[config.mk]
export PLATFORM = sky130hd
export DESIGN_NAME = pdi_block_sequencer
export DESIGN_NICKNAME = d
export VERILOG_FILES = /design/src/rtl/pdi_block_sequencer.sv
export SDC_FILE = /design/constraint.sdc
export NUM_CORES = 1
export LEC_CHECK = 0
export CAP_MARGIN = 20
export CORE_UTILIZATION = 30
export DETAILED_ROUTE_END_ITERATION = 10
export PLACE_DENSITY = 0.59
export REMOVE_ABC_BUFFERS = 1
export SLEW_MARGIN = 20
export SYNTH_ARGS = -nofsm -noshare
export SYNTH_HDL_FRONTEND = slang
export SYNTH_SLANG_ARGS = --single-unit
[constraint.sdc]
create_clock -name clk -period 8 [get_ports clk]
set_input_delay 1.6 -clock clk [delete_from_list [all_inputs] [get_ports clk]]
set_output_delay 1.6 -clock clk [all_outputs]
set_load 0.02 [all_outputs]
[src/rtl/pdi_block_sequencer.sv]
// Splits one PDI segment into 128-bit blocks of four 32-bit words and drives the
// byte-padding mux controls, inserting padding-only words for the final partial block.
module pdi_block_sequencer #(
  parameter int BUSW = 32,
  parameter int CNTW = 2,
  parameter int LENW = 16
) (
  input  logic            clk,
  input  logic            rst,
  input  logic            seg_start,
  input  logic [LENW-1:0] seg_len,
  output logic            seg_busy,
  output logic            seg_done,
  input  logic            pdi_valid,
  output logic            pdi_ready,
  output logic [CNTW-1:0] mux_cnt,
  output logic [3:0]      mux_seglen,
  output logic            mux_pad,
  output logic            mux_last,
  output logic            blk_valid,
  input  logic            blk_ready,
  output logic            blk_eob,
  output logic            blk_eos,
  output logic            blk_partial,
  output logic [1:0]      dbg_state
);

  localparam int WORD_BYTES = BUSW / 8;

  typedef enum logic [1:0] {
    S_IDLE = 2'd0,
    S_LOAD = 2'd1,
    S_PAD  = 2'd2
  } state_t;

  state_t          state_q, state_d;
  logic [LENW-1:0] rem_q, rem_d;
  logic [CNTW-1:0] cnt_q, cnt_d;
  logic [3:0]      seglen_q, seglen_d;
  logic            partial_q, partial_d;
  logic            done_q, done_d;

  logic            xfer;
  logic            cnt_last;
  logic [LENW-1:0] rem_step;
  logic [LENW-1:0] rem_new;

  // Handshake: a word moves downstream when blk_valid && blk_ready. In LOAD the
  // PDI side is a pass-through (blk_valid = pdi_valid, pdi_ready = blk_ready); in
  // PAD words are self-generated (blk_valid = 1, pdi_ready = 0); IDLE drives neither.
  assign xfer     = blk_valid & blk_ready;
  assign cnt_last = (cnt_q == {CNTW{1'b1}});
  assign rem_step = (rem_q < LENW'(WORD_BYTES)) ? rem_q : LENW'(WORD_BYTES);
  assign rem_new  = rem_q - rem_step;

  always_ff @(posedge clk or posedge rst) begin
    if (rst) begin
      state_q   <= S_IDLE;
      rem_q     <= '0;
      cnt_q     <= '0;
      seglen_q  <= '0;
      partial_q <= 1'b0;
      done_q    <= 1'b0;
    end else begin
      state_q   <= state_d;
      rem_q     <= rem_d;
      cnt_q     <= cnt_d;
      seglen_q  <= seglen_d;
      partial_q <= partial_d;
      done_q    <= done_d;
    end
  end

  always_comb begin
    state_d   = state_q;
    rem_d     = rem_q;
    cnt_d     = cnt_q;
    seglen_d  = seglen_q;
    partial_d = partial_q;
    done_d    = 1'b0;
    blk_valid = 1'b0;
    pdi_ready = 1'b0;
    case (state_q)
      S_IDLE: begin
        if (seg_start) begin
          rem_d     = seg_len;
          cnt_d     = '0;
          partial_d = (seg_len < LENW'(16));
          seglen_d  = seg_len[3:0];
          // An empty segment still emits one fully padded block.
          state_d   = (seg_len == '0) ? S_PAD : S_LOAD;
        end
      end
      S_LOAD: begin
        blk_valid = pdi_valid;
        pdi_ready = blk_ready;
        if (xfer) begin
          rem_d = rem_new;
          cnt_d = cnt_q + CNTW'(1);
          if (rem_new == '0) begin
            if (cnt_last) begin
              state_d   = S_IDLE;
              done_d    = 1'b1;
              partial_d = 1'b0;
              seglen_d  = '0;
            end else begin
              state_d = S_PAD;
            end
          end else if (cnt_last) begin
            partial_d = (rem_new < LENW'(16));
            seglen_d  = (rem_new < LENW'(16)) ? rem_new[3:0] : 4'd0;
          end
        end
      end
      S_PAD: begin
        blk_valid = 1'b1;
        if (blk_ready) begin
          cnt_d = cnt_q + CNTW'(1);
          if (cnt_last) begin
            state_d   = S_IDLE;
            done_d    = 1'b1;
            partial_d = 1'b0;
            seglen_d  = '0;
          end
        end
      end
      default: state_d = S_IDLE;
    endcase
  end

  assign seg_busy    = (state_q != S_IDLE);
  assign seg_done    = done_q;
  assign mux_cnt     = cnt_q;
  assign mux_seglen  = partial_q ? seglen_q : 4'd0;
  assign mux_pad     = partial_q;
  assign mux_last    = partial_q & cnt_last;
  assign blk_partial = partial_q;
  assign blk_eob     = cnt_last & blk_valid;
  assign blk_eos     = blk_valid & cnt_last &
                       ((state_q == S_PAD) ||
                        ((state_q == S_LOAD) && (rem_q <= LENW'(WORD_BYTES))));
  assign dbg_state   = state_q;

endmodule
==> flow_metrics.env <==
export IMPL_critical_path_slowest_cell="clkdlybuf4s50_1"
export IMPL_async_flop_share=1.00
export IMPL_critical_path_max_fanout=3
export IMPL_clk_latency_ps=290
export IMPL_cts_sinks=26
export IMPL_grt_util_all_layers=0.163
export IMPL_wl_mm=5.59
export IMPL_synth_avg_cell_area_um2=7.97
export IMPL_synth_cells=256
export IMPL_cts_tree="done"
export IMPL_ctsResizeCount=0
export IMPL_hold_violations=0
export IMPL_violations="design-rule violations"
export IMPL_clockRootBuffer="clkbuf_8"
export IMPL_worst_ep_arrival_time_ps=3140
export IMPL_slew_headroom=0.376
export IMPL_end_kind="output pin"
export IMPL_crit_type="primary input to output pin"
export IMPL_fin_setup_tns_ps=0
export IMPL_drive_above_1_share=0.0638
export IMPL_num_io_pins=38
export IMPL_final_cell_area_um2=2500
export IMPL_cts_buffers=3
export IMPL_ctsHtreeMaxLevel=1
export IMPL_die_w_um=84.5
export IMPL_synthesis_area_um2=2040
export IMPL_crit_chain="clkdlybuf4s50_1 > a21o_1 > and3_1 > nor2b_1 > clkdlybuf4s50_1"
export IMPL_critPathMaxStageDelay_ps=600
export IMPL_hold_path_class="flip-flop to flip-flop"
export IMPL_coreArea_um2=6460
export IMPL_drv_cap=0
export IMPL_powerDensity_nw_per_um2=380
export IMPL_grt_pass1_wl_mm=9.43
export IMPL_cts_buffer_depth=2
export IMPL_cts_hold_buf=0
export IMPL_timing_hold_ws_ps=521
export IMPL_synth_main_ff_cell="dfrtp_1"
export IMPL_finalCriticalPeriod_ps=4740
export IMPL_postRouteAntennaNets=0
export IMPL_start_kind="primary input"
export IMPL_cp_common_cell="clkdlybuf4s50_1"
export IMPL_vias=2016
export IMPL_finalMaxSlewViolations=0
export IMPL_setup_viol=0
export IMPL_grt_overflow_total=0
export IMPL_rsz0062_at_grt="no"
export IMPL_fmax_ghz=0.211
export IMPL_drt_iter0_drc=146
export IMPL_first_pass_iters=7
export IMPL_skew_ps=4.36
export IMPL_gp_congestion=0.910
export IMPL_grt_pass1_vias=1878
export IMPL_yosysSeqAreaShare=0.319
export IMPL_antenna_found_initial=0
export IMPL_period_share=0.592
export IMPL_placed_area_um2=2440
export IMPL_leakage_nw=0.986
export IMPL_synth_seq_cells=26
export IMPL_avgViaCountPerCell=5.62
export IMPL_fillers=670
export IMPL_cp_required_ps=6400
export IMPL_start_util=0.316
export IMPL_die_area_um2=7130
export IMPL_outcome="complete, but fails checks"
export IMPL_antennaDiodeCount=0
export IMPL_tightest_slew_ps=930
export IMPL_clkSlewWorstSetupHoldPaths_ps=100
export IMPL_p_total_uw=949
export IMPL_final_nets=310
export IMPL_die_y_um=84.5
export IMPL_grt_max_degree=27
export IMPL_area_growth_pct=22.6
export IMPL_dp_hpwl_mm=4.13
export IMPL_drc=4
export IMPL_cts_setup_buffers=0
export IMPL_wire_per_inst_um=15.6
export IMPL_rows=29
export IMPL_synth_distinct_cells=53
export IMPL_ir_drop_v=0.000120
export IMPL_ys_warn_count=0
export IMPL_synth_enable_flop_cells=0
export IMPL_io_buffer_count=37
-- report_power, final --
group | total (mW) | switching (mW) | internal [mW]
Clock | 0.0921 | 0.0479 | 0.0443
Combinational | 0.569 | 0.331 | 0.238
Sequential | 0.288 | 0.0963 | 0.192
-- worst max-delay path, delay by kind of cell --
kind	cells	cell delay, ps
AOI/OAI and AO/OA	1	150
buffers and inverters	2	1080
and+or+nand+nor	2	310
-- kinds of logic after synthesis --
logic type / Yosys count / share of synthesized area
AOI/OAI and AO/OA: 89 / 0.285
xor gates and xnor gates: 1 / 0.00430
adders and majority gates: 6 / 0.0368
buffers and inverters: 33 / 0.0669
DFF: 26 / 0.319
muxes: 8 / 0.0442
other: 1 / 0.00184
and+or+nand+nor: 92 / 0.242
-- through the flow --
stage	setup WS (ps)	cells	utilization
after floorplan	4030	239	-
after global placement	3280	355	0.379
after detailed placement	3260	355	0.379
after CTS	3260	359	0.387
after global routing	3180	359	0.387
final	3260	359	0.387
-- cells in the final DEF, fill, tap and decap left out, types with 2 or more instances in the layout --
cell | Yosys | layout
or4_4 | 2 | 2
nand4_1 | 3 | 3
mux2_4 | 2 | 2
a32o_1 | 3 | 3
clkbuf_8 | 0 | 4
nand3_1 | 5 | 5
o22a_1 | 3 | 3
o22ai_1 | 9 | 9
nor3_1 | 6 | 6
nor2_1 | 26 | 26
nand2_1 | 17 | 17
nor4_1 | 9 | 9
a22o_1 | 4 | 4
and2_1 | 7 | 7
mux2i_1 | 6 | 6
or4_1 | 2 | 2
a21o_1 | 2 | 2
a41oi_1 | 4 | 4
dfrtp_1 | 26 | 26
a31oi_1 | 8 | 8
buf_4 | 1 | 2
inv_1 | 16 | 15
a21oi_1 | 26 | 26
clkdlybuf4s50_1 | 0 | 37
ha_1 | 6 | 6
o21ai_0 | 15 | 15
o32ai_1 | 3 | 3
o31ai_1 | 2 | 2
nor2b_1 | 4 | 4
-- sequential cells by signal, summed over array words and instances (netlist names) --
signal       flops
mux_cnt          2
seg_done         1
dbg_state        2
seglen_q         4
blk_partial      1
rem_q           16
-- per-layer routing --
layer,vias up,GRT usage,share of wire
li1,1010,-,-
met1,950,0.243,0.50
met2,51,0.250,0.45
met3,5,0.0226,0.047
met4,0,0.0370,0.011
met5,-,0,0
-- final timing paths --
check,from,end,slack [ps],cells past startpoint
worst max register to register,rem_q[4],dbg_state[1],4090,11
worst min register to register,mux_cnt[0],mux_cnt[0],520,1
min in group asynchronous,rst,rem_q[7],1690,2
worst min-delay path,mux_cnt[0],mux_cnt[0],520,1
max in group asynchronous,rst,rem_q[11],5940,2
worst max-delay path,pdi_valid,blk_eos,3260,5
-- final cells by class --
cell class                 instances  area (um^2)  area share
clock buffer                       4         55.1      0.0220
sequential                        26          651       0.260
tap                               77         96.3      0.0385
inverter                          16         60.1      0.0240
timing repair buffer              39          385       0.154
multi-input combinational        197         1250       0.501
-- synthesized netlist by cell type (2+ instances only) --
master	count	area, um^2
nand3_1	5	25.0
nand4_1	3	18.8
clkbuf_1	14	52.6
and2_1	7	43.8
a21oi_1	26	130
nor3_1	6	30.0
a31oi_1	8	50.1
ha_1	6	75.1
o22ai_1	9	56.3
mux2i_1	6	60.1
o22a_1	3	26.3
a32o_1	3	30.0
a21o_1	2	15.0
or4_4	2	22.5
a22o_1	4	35.0
nor2b_1	4	25.0
mux2_4	2	30.0
inv_1	16	60.1
o32ai_1	3	26.3
nor2_1	26	97.6
o31ai_1	2	15.0
dfrtp_1	26	651
nor4_1	9	56.3
o21ai_0	15	75.1
nand2_1	17	63.8
or4_1	2	15.0
a41oi_1	4	35.0
Power figures use the tool's default switching activity.
==> edit, RTL diff (same settings) <==
Remove the register `done_q`: a continuous assignment takes its place, so the output `seg_done` follows one clock earlier.
--- a/src/rtl/pdi_block_sequencer.sv
+++ b/src/rtl/pdi_block_sequencer.sv
@@ -60,16 +60,16 @@
       cnt_q     <= '0;
       seglen_q  <= '0;
       partial_q <= 1'b0;
-      done_q    <= 1'b0;
     end else begin
       state_q   <= state_d;
       rem_q     <= rem_d;
       cnt_q     <= cnt_d;
       seglen_q  <= seglen_d;
       partial_q <= partial_d;
-      done_q    <= done_d;
     end
   end
+
+  assign done_q = done_d;
 
   always_comb begin
     state_d   = state_q;
Formal check against the unedited RTL: not equivalent (a bounded check fails within 10 cycles, from zero or initial values and one cycle with rst high).
==> edit against the original RTL <==
  * Worst setup slack got worse by 0.79 ns
  * Clock power decreased by 12%
  * Hold slack is essentially flat
  * Via count stayed put
  * Wire length rose by 0.72%
  * Final area up 2.6%
  * Sequential cell count decreased by 1
  * Sequential share of layout area is 1.6 points lower
  * Area after synthesis rose by 3.4%
  * Power grew 5.9%
  * Critical path type is now reg -> out
  * Largest power group unchanged
==> edit: results (changes against the original RTL) <==
Cells and area:
- The fraction of final layout cells with drive strength greater than 1 is 0.120 (+0.0566).
- The number of antenna repair diodes is 0 (unchanged).
- In the final layout, the registers with the most flip-flops are rem_q (16), seglen_q (4).
- The final-stage net count was 302 (-2.6%).

Worst setup path:
- The number of cell instances on the worst register-to-register path was 9 (-2).
- The worst register-to-register path ends at seglen_q[3].
- The launch point of the worst reg-to-reg path is dbg_state[1].
- The maximum net fanout on the critical path came to 10 (+7).
- The worst setup path startpoint is rem_q[8].
- The worst setup slack for register-to-register paths is 4.70 ns (+0.61 ns).
- The termination of the worst setup path is seg_done.

Logic synthesis:
- The proportion of register bits with asynchronous set or reset after synthesis is 1.00 (unchanged).
- Sorting the synthesized cells by how often they occur yields 25 x dfrtp_1, 23 x nor2_1, 19 x o21ai_0.
- The number of different library cells in the post-synthesis netlist is 67 (+26%).
- The number of warnings issued by yosys came to 0 (unchanged).
- Yosys attributes the largest share of cell area to dfrtp_1 30%, o21ai_0 4.5%, a21oi_1 4.3%.
- The portion of the post-synthesis area used by sequential elements is 0.297 (-0.0225).

CTS:
- The clock transition at the registers of the reported paths is 0.10 ns (about the same).
- The maximum root-to-sink buffer count came to 2 (unchanged).
- The count of buffers added by post-CTS timing repair for setup was 0 (unchanged).
- The number of gates given a new drive strength after cts is 0 (unchanged).
- The number of levels the H-tree was split into is 1 (unchanged).
- The clock root buffer master is clkbuf_8.
- The number of clock buffers inserted by TritonCTS came to 3 (unchanged).
- The clock insertion delay at the later pin of the skew report is about 0.28 ns.

Run status:
- The run finished with clean final reports.

Routing:
- The average vias per placed instance is 5.45 (-3.0%).
- The number of DRC markers in iteration 0 is 205 (+40%).
- The first-pass detailed-route iteration total is 4 (-3).
- The detail-routed net length per standard cell is 15.2 um (-2.3%).

Placed design:
- The weighted congestion reported at the end of routability-driven placement is 0.936 (+2.9%).
- The total of buffers placed on input and output ports came to 37 (unchanged).
- The half-perimeter wire length after detailed placement is 4.16 mm (+0.75%).

Global route:
- The overall global routing resource usage came to 0.157 (-0.00667).
- The via count of the first global-routing pass is 1,903 (+1.3%).
- The number of antenna violations at the first check in global routing is 0 (unchanged).
- The first-pass GRT wire length is 9.33 mm (-1.1%).
- The pin count of the biggest net entering global routing was 32 (+19%).

Hold path:
- The class of the most critical hold timing path is reg -> reg.

Timing:
- The relative slew slack is 0.510 (+0.134).
- The final clock skew is 0.00234 ns (-0.00202 ns).

Power:
- The leakage component of the power was 0.954 nW (-3.3%).
- The peak supply drop is 109 uV (-9.2%).
edit: worst max-delay path, cell delays in order (launching register included):
cell and delay, ns:
dfrtp_1 0.55, nor3_1 0.17, nand4_1 0.19, nand2_1 0.08, ha_1 0.32, o21a_4 0.25
or4b_4 0.49, and2_2 0.24, nor4_4 0.42, a31oi_1 0.16, nor4_2 0.14, clkdlybuf4s50_1 0.64
edit: cells by family (layout without fill, tap and decap cells):
kind of cell,Yosys count,in the layout,share of synthesized area
other,1,1,0.00178
muxes,7,7,0.0362
xor gates and xnor gates,1,1,0.00415
buffers and inverters,29,56,0.0718
AOI/OAI and AO/OA,86,86,0.295
adders and majority gates,6,6,0.0356
DFF,25,25,0.297
and+or+nand+nor,92,92,0.259
edit: how the worst min path moves through the flow:
stage | slack [ns] | endpoint | startpoint | cells after the start
2_1_floorplan | 0.47 | seglen_q[1] | seglen_q[1] | 1
3_3_place_gp | 0.51 | mux_cnt[0] | mux_cnt[0] | 1
3_5_place_dp | 0.51 | seglen_q[1] | seglen_q[1] | 1
4_1_cts | 0.53 | mux_cnt[0] | mux_cnt[0] | 1
5_1_grt | 0.54 | mux_cnt[0] | mux_cnt[0] | 1
6_report | 0.52 | mux_cnt[0] | mux_cnt[0] | 1
edit: layout make-up:
cell class	count	area (sq um)
Clock buffer	4	45.0
Multi-Input combinational cell	193	1340
Tap cell	96	120
Sequential cell	25	626
Fill cell	705	4230
Timing Repair Buffer	38	378
Inverter	14	52.6
edit: metal layers:
metal | global-route usage | wire length, um | vias up
met1 | 0.227 | 2770 | 973
met3 | 0.0106 | 194 | 4
li1 | - | - | 983
met4 | 0.0333 | 34 | 0
met5 | 0 | 0 | -
met2 | 0.257 | 2630 | 56
edit: power breakdown:
part / internal (mW) / leakage (nW) / switching, mW / total [mW]
combinational: 0.270 / 0.623 / 0.364 / 0.634
sequential: 0.187 / 0.308 / 0.103 / 0.290
clock: 0.0358 / 0.0228 / 0.0456 / 0.0814
edit: per-stage QoR:
stage,cell area [sq um],utilization,cells,power (mW),worst slack [ns]
finish,2560,0.378,370,1.01,2.47
CTS,2560,0.376,370,0.997,2.50
global route,2560,0.378,370,1.09,2.24
detailed placement,2510,0.370,366,0.914,2.82
floorplan,2010,-,232,0.730,3.47
global placement,2510,0.370,366,0.908,2.86
